`src/rtl/lock_pkg.sv`:
```
// lock_pkg: definitions shared by the lock code enrollment block and the lock
// FSM that reads the committed code.
//   - FSM state encodings (also shown on the debug LEDs)
//   - code geometry (presses, switch count, index width, timeout)
//   - DEFAULT_CODE, the code published out of reset
//   - slot_get / slot_set helpers for the packed index vector
package lock_pkg;

  localparam int CODE_LEN_DEF    = 4;
  localparam int NSW_DEF         = 8;
  localparam int IDX_W           = 3;   // 2**IDX_W must cover every switch
  localparam int TIMEOUT_CYC_DEF = 10;
  localparam int CODE_W          = CODE_LEN_DEF * IDX_W;

  typedef enum logic [2:0] {
    ST_IDLE    = 3'd0,
    ST_CAPTURE = 3'd1,
    ST_CONFIRM = 3'd2,
    ST_DONE    = 3'd3,
    ST_ERROR   = 3'd4
  } state_e;

  typedef logic [CODE_W-1:0] code_t;

  // Slot 0 (first press) sits in the low bits: slots read {0,1,2,3}.
  localparam code_t DEFAULT_CODE = {3'd3, 3'd2, 3'd1, 3'd0};

  function automatic logic [IDX_W-1:0] slot_get(input code_t code, input int unsigned slot);
    return code[slot*IDX_W +: IDX_W];
  endfunction

  function automatic code_t slot_set(input code_t code, input int unsigned slot,
                                     input logic [IDX_W-1:0] idx);
    code_t r;
    r = code;
    r[slot*IDX_W +: IDX_W] = idx;
    return r;
  endfunction

endpackage

```
`src/rtl/rise_detect_vec.sv`:
```
// rise_detect_vec: registered rising-edge detector across a switch bank.
// Ports:
//   clk        in   clock, rising edge
//   clear      in   asynchronous active-low reset
//   sw         in   NSW switch levels, synchronous to clk
//   rise_any   out  at least one switch rose (as of the previous edge)
//   rise_multi out  two or more switches rose together
//   rise_idx   out  index of the risen switch (meaningful when exactly one rose)
module rise_detect_vec #(
  parameter int NSW   = 8,
  parameter int IDX_W = 3
) (
  input  logic             clk,
  input  logic             clear,
  input  logic [NSW-1:0]   sw,
  output logic             rise_any,
  output logic             rise_multi,
  output logic [IDX_W-1:0] rise_idx
);

  logic [NSW-1:0] prev_q;
  logic [NSW-1:0] rise_q;

  // prev_q follows the level every cycle regardless of what the consumer is
  // doing, so a switch held across an idle period never shows up as a rise.
  always_ff @(posedge clk or negedge clear) begin
    if (!clear) begin
      prev_q <= '0;
      rise_q <= '0;
    end else begin
      prev_q <= sw;
      rise_q <= sw & ~prev_q;
    end
  end

  assign rise_any   = |rise_q;
  // Clearing the lowest set bit leaves something only if more than one bit is set.
  assign rise_multi = |(rise_q & (rise_q - NSW'(1)));

  // One-hot to index: OR together the index of every set bit.
  logic [IDX_W-1:0] idx_terms [NSW];

  generate
    for (genvar gi = 0; gi < NSW; gi++) begin : g_idx
      assign idx_terms[gi] = rise_q[gi] ? IDX_W'(gi) : '0;
    end
  endgenerate

  always_comb begin
    rise_idx = '0;
    for (int i = 0; i < NSW; i++) begin
      rise_idx = rise_idx | idx_terms[i];
    end
  end

endmodule

```
`src/rtl/lock_code_enroll.sv`:
```
// lock_code_enroll: captures a new unlock code from the switch bank, optionally
// asks for it a second time, and publishes it to the lock FSM.
// Build option: define LOCK_ENROLL_CONFIRM_EN to require the confirm pass;
// without it CAPTURE commits directly after the last press.
// Ports:
//   clk        in   clock, rising edge
//   clear      in   asynchronous active-low reset
//   sw         in   NSW switch levels, synchronous to clk
//   enroll     in   enrollment request level (rising edge starts enrollment)
//   code_out   out  committed code, slot i at [i*IDX_W +: IDX_W]
//   code_valid out  set once any enrollment has committed
//   busy       out  CAPTURE or CONFIRM
//   done       out  one-cycle pulse on commit
//   error      out  one-cycle pulse on abort
//   state_out  out  current state code for debug LEDs
module lock_code_enroll
  import lock_pkg::*;
#(
  parameter int NSW         = NSW_DEF,
  parameter int TIMEOUT_CYC = TIMEOUT_CYC_DEF
) (
  input  logic              clk,
  input  logic              clear,
  input  logic [NSW-1:0]    sw,
  input  logic              enroll,
  output logic [CODE_W-1:0] code_out,
  output logic              code_valid,
  output logic              busy,
  output logic              done,
  output logic              error,
  output logic [2:0]        state_out
);

  // Code length is fixed by the package because the lock FSM shares the layout.
  localparam int CODE_LEN = CODE_LEN_DEF;
  localparam int CNT_W    = $clog2(CODE_LEN);
  localparam int TMR_W    = $clog2(TIMEOUT_CYC);
  localparam logic [CNT_W-1:0] CNT_LAST = CNT_W'(CODE_LEN - 1);
  localparam logic [TMR_W-1:0] TMR_LAST = TMR_W'(TIMEOUT_CYC - 1);

  logic             rise_any;
  logic             rise_multi;
  logic [IDX_W-1:0] rise_idx;

  rise_detect_vec #(
    .NSW   (NSW),
    .IDX_W (IDX_W)
  ) u_rise (
    .clk        (clk),
    .clear      (clear),
    .sw         (sw),
    .rise_any   (rise_any),
    .rise_multi (rise_multi),
    .rise_idx   (rise_idx)
  );

  state_e           state_q, state_d;
  logic [CNT_W-1:0] cnt_q, cnt_d;
  logic [TMR_W-1:0] tmr_q, tmr_d;
  code_t            shadow_q, shadow_d;
  code_t            code_q, code_d;
  logic             valid_q, valid_d;
  logic             enroll_prev_q, enroll_rise_q;

  always_comb begin
    state_d  = state_q;
    cnt_d    = cnt_q;
    tmr_d    = tmr_q;
    shadow_d = shadow_q;
    code_d   = code_q;
    valid_d  = valid_q;

    unique case (state_q)
      ST_IDLE: begin
        // Switch rises are dropped here, including one coincident with enroll.
        if (enroll_rise_q) begin
          state_d = ST_CAPTURE;
          cnt_d   = '0;
          tmr_d   = '0;
        end
      end

      ST_CAPTURE: begin
        if (rise_multi) begin
          state_d = ST_ERROR;
        end else if (rise_any) begin
          // A press in the expiry cycle is checked first, so it beats the timeout.
          shadow_d = slot_set(shadow_q, 32'(cnt_q), rise_idx);
          tmr_d    = '0;
          if (cnt_q == CNT_LAST) begin
            cnt_d = '0;
`ifdef LOCK_ENROLL_CONFIRM_EN
            state_d = ST_CONFIRM;
`else
            state_d = ST_DONE;
`endif
          end else begin
            cnt_d = cnt_q + CNT_W'(1);
          end
        end else if (tmr_q == TMR_LAST) begin
          state_d = ST_ERROR;
        end else begin
          tmr_d = tmr_q + TMR_W'(1);
        end
      end

`ifdef LOCK_ENROLL_CONFIRM_EN
      ST_CONFIRM: begin
        if (rise_multi) begin
          state_d = ST_ERROR;
        end else if (rise_any) begin
          tmr_d = '0;
          if (rise_idx != slot_get(shadow_q, 32'(cnt_q))) begin
            state_d = ST_ERROR;
          end else if (cnt_q == CNT_LAST) begin
            cnt_d   = '0;
            state_d = ST_DONE;
          end else begin
            cnt_d = cnt_q + CNT_W'(1);
          end
        end else if (tmr_q == TMR_LAST) begin
          state_d = ST_ERROR;
        end else begin
          tmr_d = tmr_q + TMR_W'(1);
        end
      end
`endif

      ST_DONE: begin
        state_d = ST_IDLE;
      end

      ST_ERROR: begin
        shadow_d = '0;
        state_d  = ST_IDLE;
      end

      default: begin
        state_d = ST_IDLE;
      end
    endcase

    // Publish on the edge that enters DONE so code_out and done line up.
    // shadow_d already holds the final press when confirm is compiled out.
    if (state_d == ST_DONE) begin
      code_d  = shadow_d;
      valid_d = 1'b1;
    end
  end

  always_ff @(posedge clk or negedge clear) begin
    if (!clear) begin
      state_q       <= ST_IDLE;
      cnt_q         <= '0;
      tmr_q         <= '0;
      shadow_q      <= '0;
      code_q        <= DEFAULT_CODE;
      valid_q       <= 1'b0;
      enroll_prev_q <= 1'b0;
      enroll_rise_q <= 1'b0;
    end else begin
      state_q       <= state_d;
      cnt_q         <= cnt_d;
      tmr_q         <= tmr_d;
      shadow_q      <= shadow_d;
      code_q        <= code_d;
      valid_q       <= valid_d;
      enroll_prev_q <= enroll;
      enroll_rise_q <= enroll & ~enroll_prev_q;
    end
  end

  assign code_out   = code_q;
  assign code_valid = valid_q;
  assign busy       = (state_q == ST_CAPTURE) || (state_q == ST_CONFIRM);
  assign done       = (state_q == ST_DONE);
  assign error      = (state_q == ST_ERROR);
  assign state_out  = state_q;

endmodule

```
`config.mk`:
```
export PLATFORM = sky130hd
export DESIGN_NAME = lock_code_enroll
export DESIGN_NICKNAME = d
export VERILOG_FILES = /design/src/rtl/lock_pkg.sv /design/src/rtl/rise_detect_vec.sv /design/src/rtl/lock_code_enroll.sv
export SDC_FILE = /design/constraint.sdc
export NUM_CORES = 1
export LEC_CHECK = 0
export CAP_MARGIN = 20
export CORE_UTILIZATION = 49
export CTS_BUF_LIST = sky130_fd_sc_hd__clkbuf_16
export DETAILED_ROUTE_END_ITERATION = 7
export GPL_ROUTABILITY_DRIVEN = 1
export GPL_TIMING_DRIVEN = 0
export PLACE_DENSITY_LB_ADDON = 0.25
export SKIP_LAST_GASP = 1
export SLEW_MARGIN = 20
export SYNTH_ARGS = -nofsm -noshare
export SYNTH_HDL_FRONTEND = slang
export SYNTH_SLANG_ARGS = --single-unit
```
`constraint.sdc`:
```
create_clock -name clk -period 1.8 [get_ports clk]
set_input_delay 0.36 -clock clk [delete_from_list [all_inputs] [get_ports clk]]
set_output_delay 0.36 -clock clk [all_outputs]
set_load 0.02 [all_outputs]
```
==> summary.md <==
| Metric | Value |
|---|---|
| Gr ovfl total | `0` |
| Number of core rows | `24` |
| Die area | `5060 sq um` |
| Final period util | `101%` |
| Fill cells | `336` |
| Placed instance area | `about 2700 sq um` |
| Final setup TNS | `-58.3 ps` |
| Starting DRC count in detailed routing | `68` |
| RePlAce Congestion | `approximately 0.84` |
| CP Launch Type | `flop` |
| Crit path time final | `1820 ps` |
| Most common flop cell mapped by yosys | `dfrtp_1` |
| Synth cell types | `42` |
| Clk slew on worst S/H paths | `70 ps` |
| Antenna violations before repair | `0` |
| Worst Max-Slew Pin Slew | `634 ps` |
| Avg WL per Cell | `14.4 um` |
| Via count | `1660` |
| Clock root cell | `clkbuf_16` |
| Outcome | `finished with violations` |
| P&R area growth vs syn | `34.2%` |
| DRT Wirelength | `between 4 and 5 mm` |
| Fin nets | `272` |
| Largest net degree at the start of global routing | `53` |
| Failing checks | `setup timing` |
| Starting Density | `52.3%` |
| Worst setup EP type | `flop` |
| Max Clk Rate | `roughly 550 MHz` |
| Port bufs | `29` |
| Pre-antenna DRT Iters | `6` |
| ANT cells | `0` |
| Req. time, crit path | `between 2000 and 2500 ps` |
| CTS H-Tree Depth | `2` |
| Power per Cell Area | `around 1200 nW/um^2` |
| Post-route cell area | `3140 sq um` |
| Cts bufs inserted | `5` |
| Hold Vio Cnt, Final | `0` |
| Fin worst setup slack | `-19.2 ps` |
| Die W | `between 70 and 80 um` |
| Max-cap viol count | `0` |
| Hold WC Path Type | `input port to async pin` |
| Final ANT Viol Nets | `0` |
| LEAKAGE | `around 0.0015 uW` |
| First-pass GRT wire length | `7.42 mm` |
| Critical path type | `flop to flop` |
| Syn_area_per_cell | `11.3 sq um` |
| Rel. slew slack | `57.7%` |
| Register area share after synthesis | `55.8%` |
| DP HPWL | `2.86 mm` |
| CTS tree | `built` |
| Worst endpoint data arrival time | `2030 ps` |
| Vias in the first global route | `1629` |
| # hold bufs at CTS | `0` |
| Fin util | `a little over two thirds` |
| Vias per cell | `between 5 and 6` |
| Mapped cell area | `2340 sq um` |
| Clk sinks | `52` |
| Clock Path Buffers | `2` |
| Core ar. | `4470 sq um` |
| Unrepaired setup endpoints after global routing | `yes` |
| Worst clock skew | `3.49 ps` |
| Total track usage | `19.3%` |
| Worst VDD drop | `between 0.6 and 0.7 mV` |
| Chip height | `71.1 um` |
| Post-synth EDFFs | `0` |
| Setup violators final | `6` |
| Ports | `30` |
| Crit Path Max Fanout | `5` |
| Async S/R FF share, synth | `100%` |
| Ratio of cells with drive above 1 in the final layout | `29.9%` |
| Worst-skew pair later-pin latency | `between 200 and 300 ps` |
| Mapped Nets | `227` |
| Drt drc | `0` |
| Tot Pwr | `3750 uW` |
| Warnings, synthesis | `0` |
| Max-slew violation count | `0` |
| Synthesis-stage register bit count | `52` |
| Synth Instances | `208` |
==> report_power, final <==
part | switching (uW) | leakage [uW] | total [uW] | internal, uW
Sequential | 147 | 0.000663 | 1510 | 1360
Combinational | 617 | 0.000713 | 1180 | 561
Clock | 410 | 0.0000798 | 1060 | 653
Total | 1170 | 0.00146 | 3750 | 2580
==> synthesized netlist by cell type (2+ instances only) <==
master	number	share of area, %
a31oi_1	5	1.3
a31oi_2	7	3.7
and3_1	3	0.80
buf_2	3	0.64
buf_6	2	0.96
dfrtp_1	48	51
dfstp_2	4	4.5
ha_1	8	4.3
inv_1	5	0.80
nand2_1	20	3.2
nand3_1	24	5.1
nand4_1	3	0.80
nor2_1	17	2.7
nor2_2	7	1.9
nor2b_1	10	2.7
nor3_1	4	0.86
o211a_1	3	1.3
o211ai_1	5	1.6
o21a_1	2	0.64
o21ai_0	2	0.43
or2_2	2	0.53
xnor2_1	4	1.5
==> flip-flops by register name, summed over array words and instances, names as in the netlist <==
name	flops
cnt_q	2
shadow_q	12
tmr_q	4
u_rise.rise_q	8
state_out	3
enroll_prev_q	1
code_valid	1
u_rise.prev_q	8
code_out	12
enroll_rise_q	1
==> repair_timing <==
item	4_1_cts	5_1_grt
gates resized for setup	18	31
cloned	1	0
pin swaps	7	19
setup buffers	5	4
endpoints found under the setup margin	23	34
==> layer usage <==
layer	global-route usage (%)	share of wire (%)	vias to the layer above
met5	0	0	-
met3	4.42	2.7	6
met1	23.5	44	796
li1	-	-	824
met4	7.33	1.5	0
met2	33.5	52	34
==> layout by cell type, fill, tap and decap left out, types with 2 or more instances in the layout <==
| cell type | count |
|---|---|
| a21oi_2 | 2 |
| a31oi_1 | 5 |
| a31oi_2 | 7 |
| and3_1 | 3 |
| buf_12 | 3 |
| buf_4 | 8 |
| buf_6 | 4 |
| clkbuf_16 | 6 |
| clkdlybuf4s50_1 | 22 |
| dfrtp_1 | 42 |
| dfrtp_2 | 6 |
| dfstp_2 | 4 |
| dlygate4sd2_1 | 2 |
| dlymetal6s2s_1 | 3 |
| ha_1 | 7 |
| inv_1 | 5 |
| nand2_1 | 20 |
| nand3_1 | 18 |
| nand3_2 | 6 |
| nand4_1 | 3 |
| nor2_1 | 12 |
| nor2_2 | 8 |
| nor2_4 | 4 |
| nor2b_1 | 10 |
| nor3_1 | 3 |
| o211a_1 | 3 |
| o211ai_1 | 5 |
| o21a_1 | 2 |
| o21ai_1 | 3 |
| xnor2_1 | 3 |
==> worst max-delay path, cell delays in order (launching register included) <==
cell and delay (ps):
dfrtp_2 440, nor4_4 340, o21ai_1 110, a21oi_2 200, o211a_1 190, buf_6 160
buf_12 140, nor2_4 30, a31oi_2 130
==> final timing paths <==
path	start	end	slack [ps]	cells after the start
worst max-delay path	u_rise.rise_q[3]	code_out[4]	-20	8
worst max register to register	u_rise.rise_q[3]	code_out[4]	-20	8
worst min register to register	u_rise.prev_q[3]	u_rise.rise_q[3]	390	1
min in group clk	u_rise.prev_q[3]	u_rise.rise_q[3]	390	1
max in group asynchronous	clear	u_rise.rise_q[1]	1240	1
worst min-delay path	clear	code_valid	100	1
==> through the flow <==
| step | worst slack [ps] | hold slack (ps) | std cells |
|---|---|---|---|
| 4_1_cts | -219 | 123 | 302 |
| 5_1_grt | -104 | 166 | 306 |
| 3_5_place_dp | -164 | 389 | 289 |
| 2_1_floorplan | 75.8 | 64.4 | 208 |
| 6_report | -19.2 | 101 | 306 |
| 3_3_place_gp | -1130 | 382 | 289 |
==> area by class of cell <==
class | instances | area (sq um) | share of cell area [%]
Timing Repair Buffer | 39 | 415 | 13.2
Buffer | 6 | 82.6 | 2.63
Clock inverter | 3 | 42.5 | 1.35
Inverter | 5 | 18.8 | 0.598
Clock buffer | 5 | 125 | 3.98
Multi-Input combinational cell | 144 | 1080 | 34.3
Tap cell | 52 | 65.1 | 2.07
Sequential cell | 52 | 1310 | 41.8
==> kinds of logic (layout without fill, tap and decap cells) <==
logic type,Yosys count,after routing,share of synthesized area (%)
buf+inv,12,58,3.85
compound gates,32,32,11.9
xor+xnor,5,5,1.87
mux,1,1,0.428
simple gates,98,98,21.9
flops,52,52,55.8
fa+ha+maj,8,8,4.28
Power figures use the tool's default switching activity.
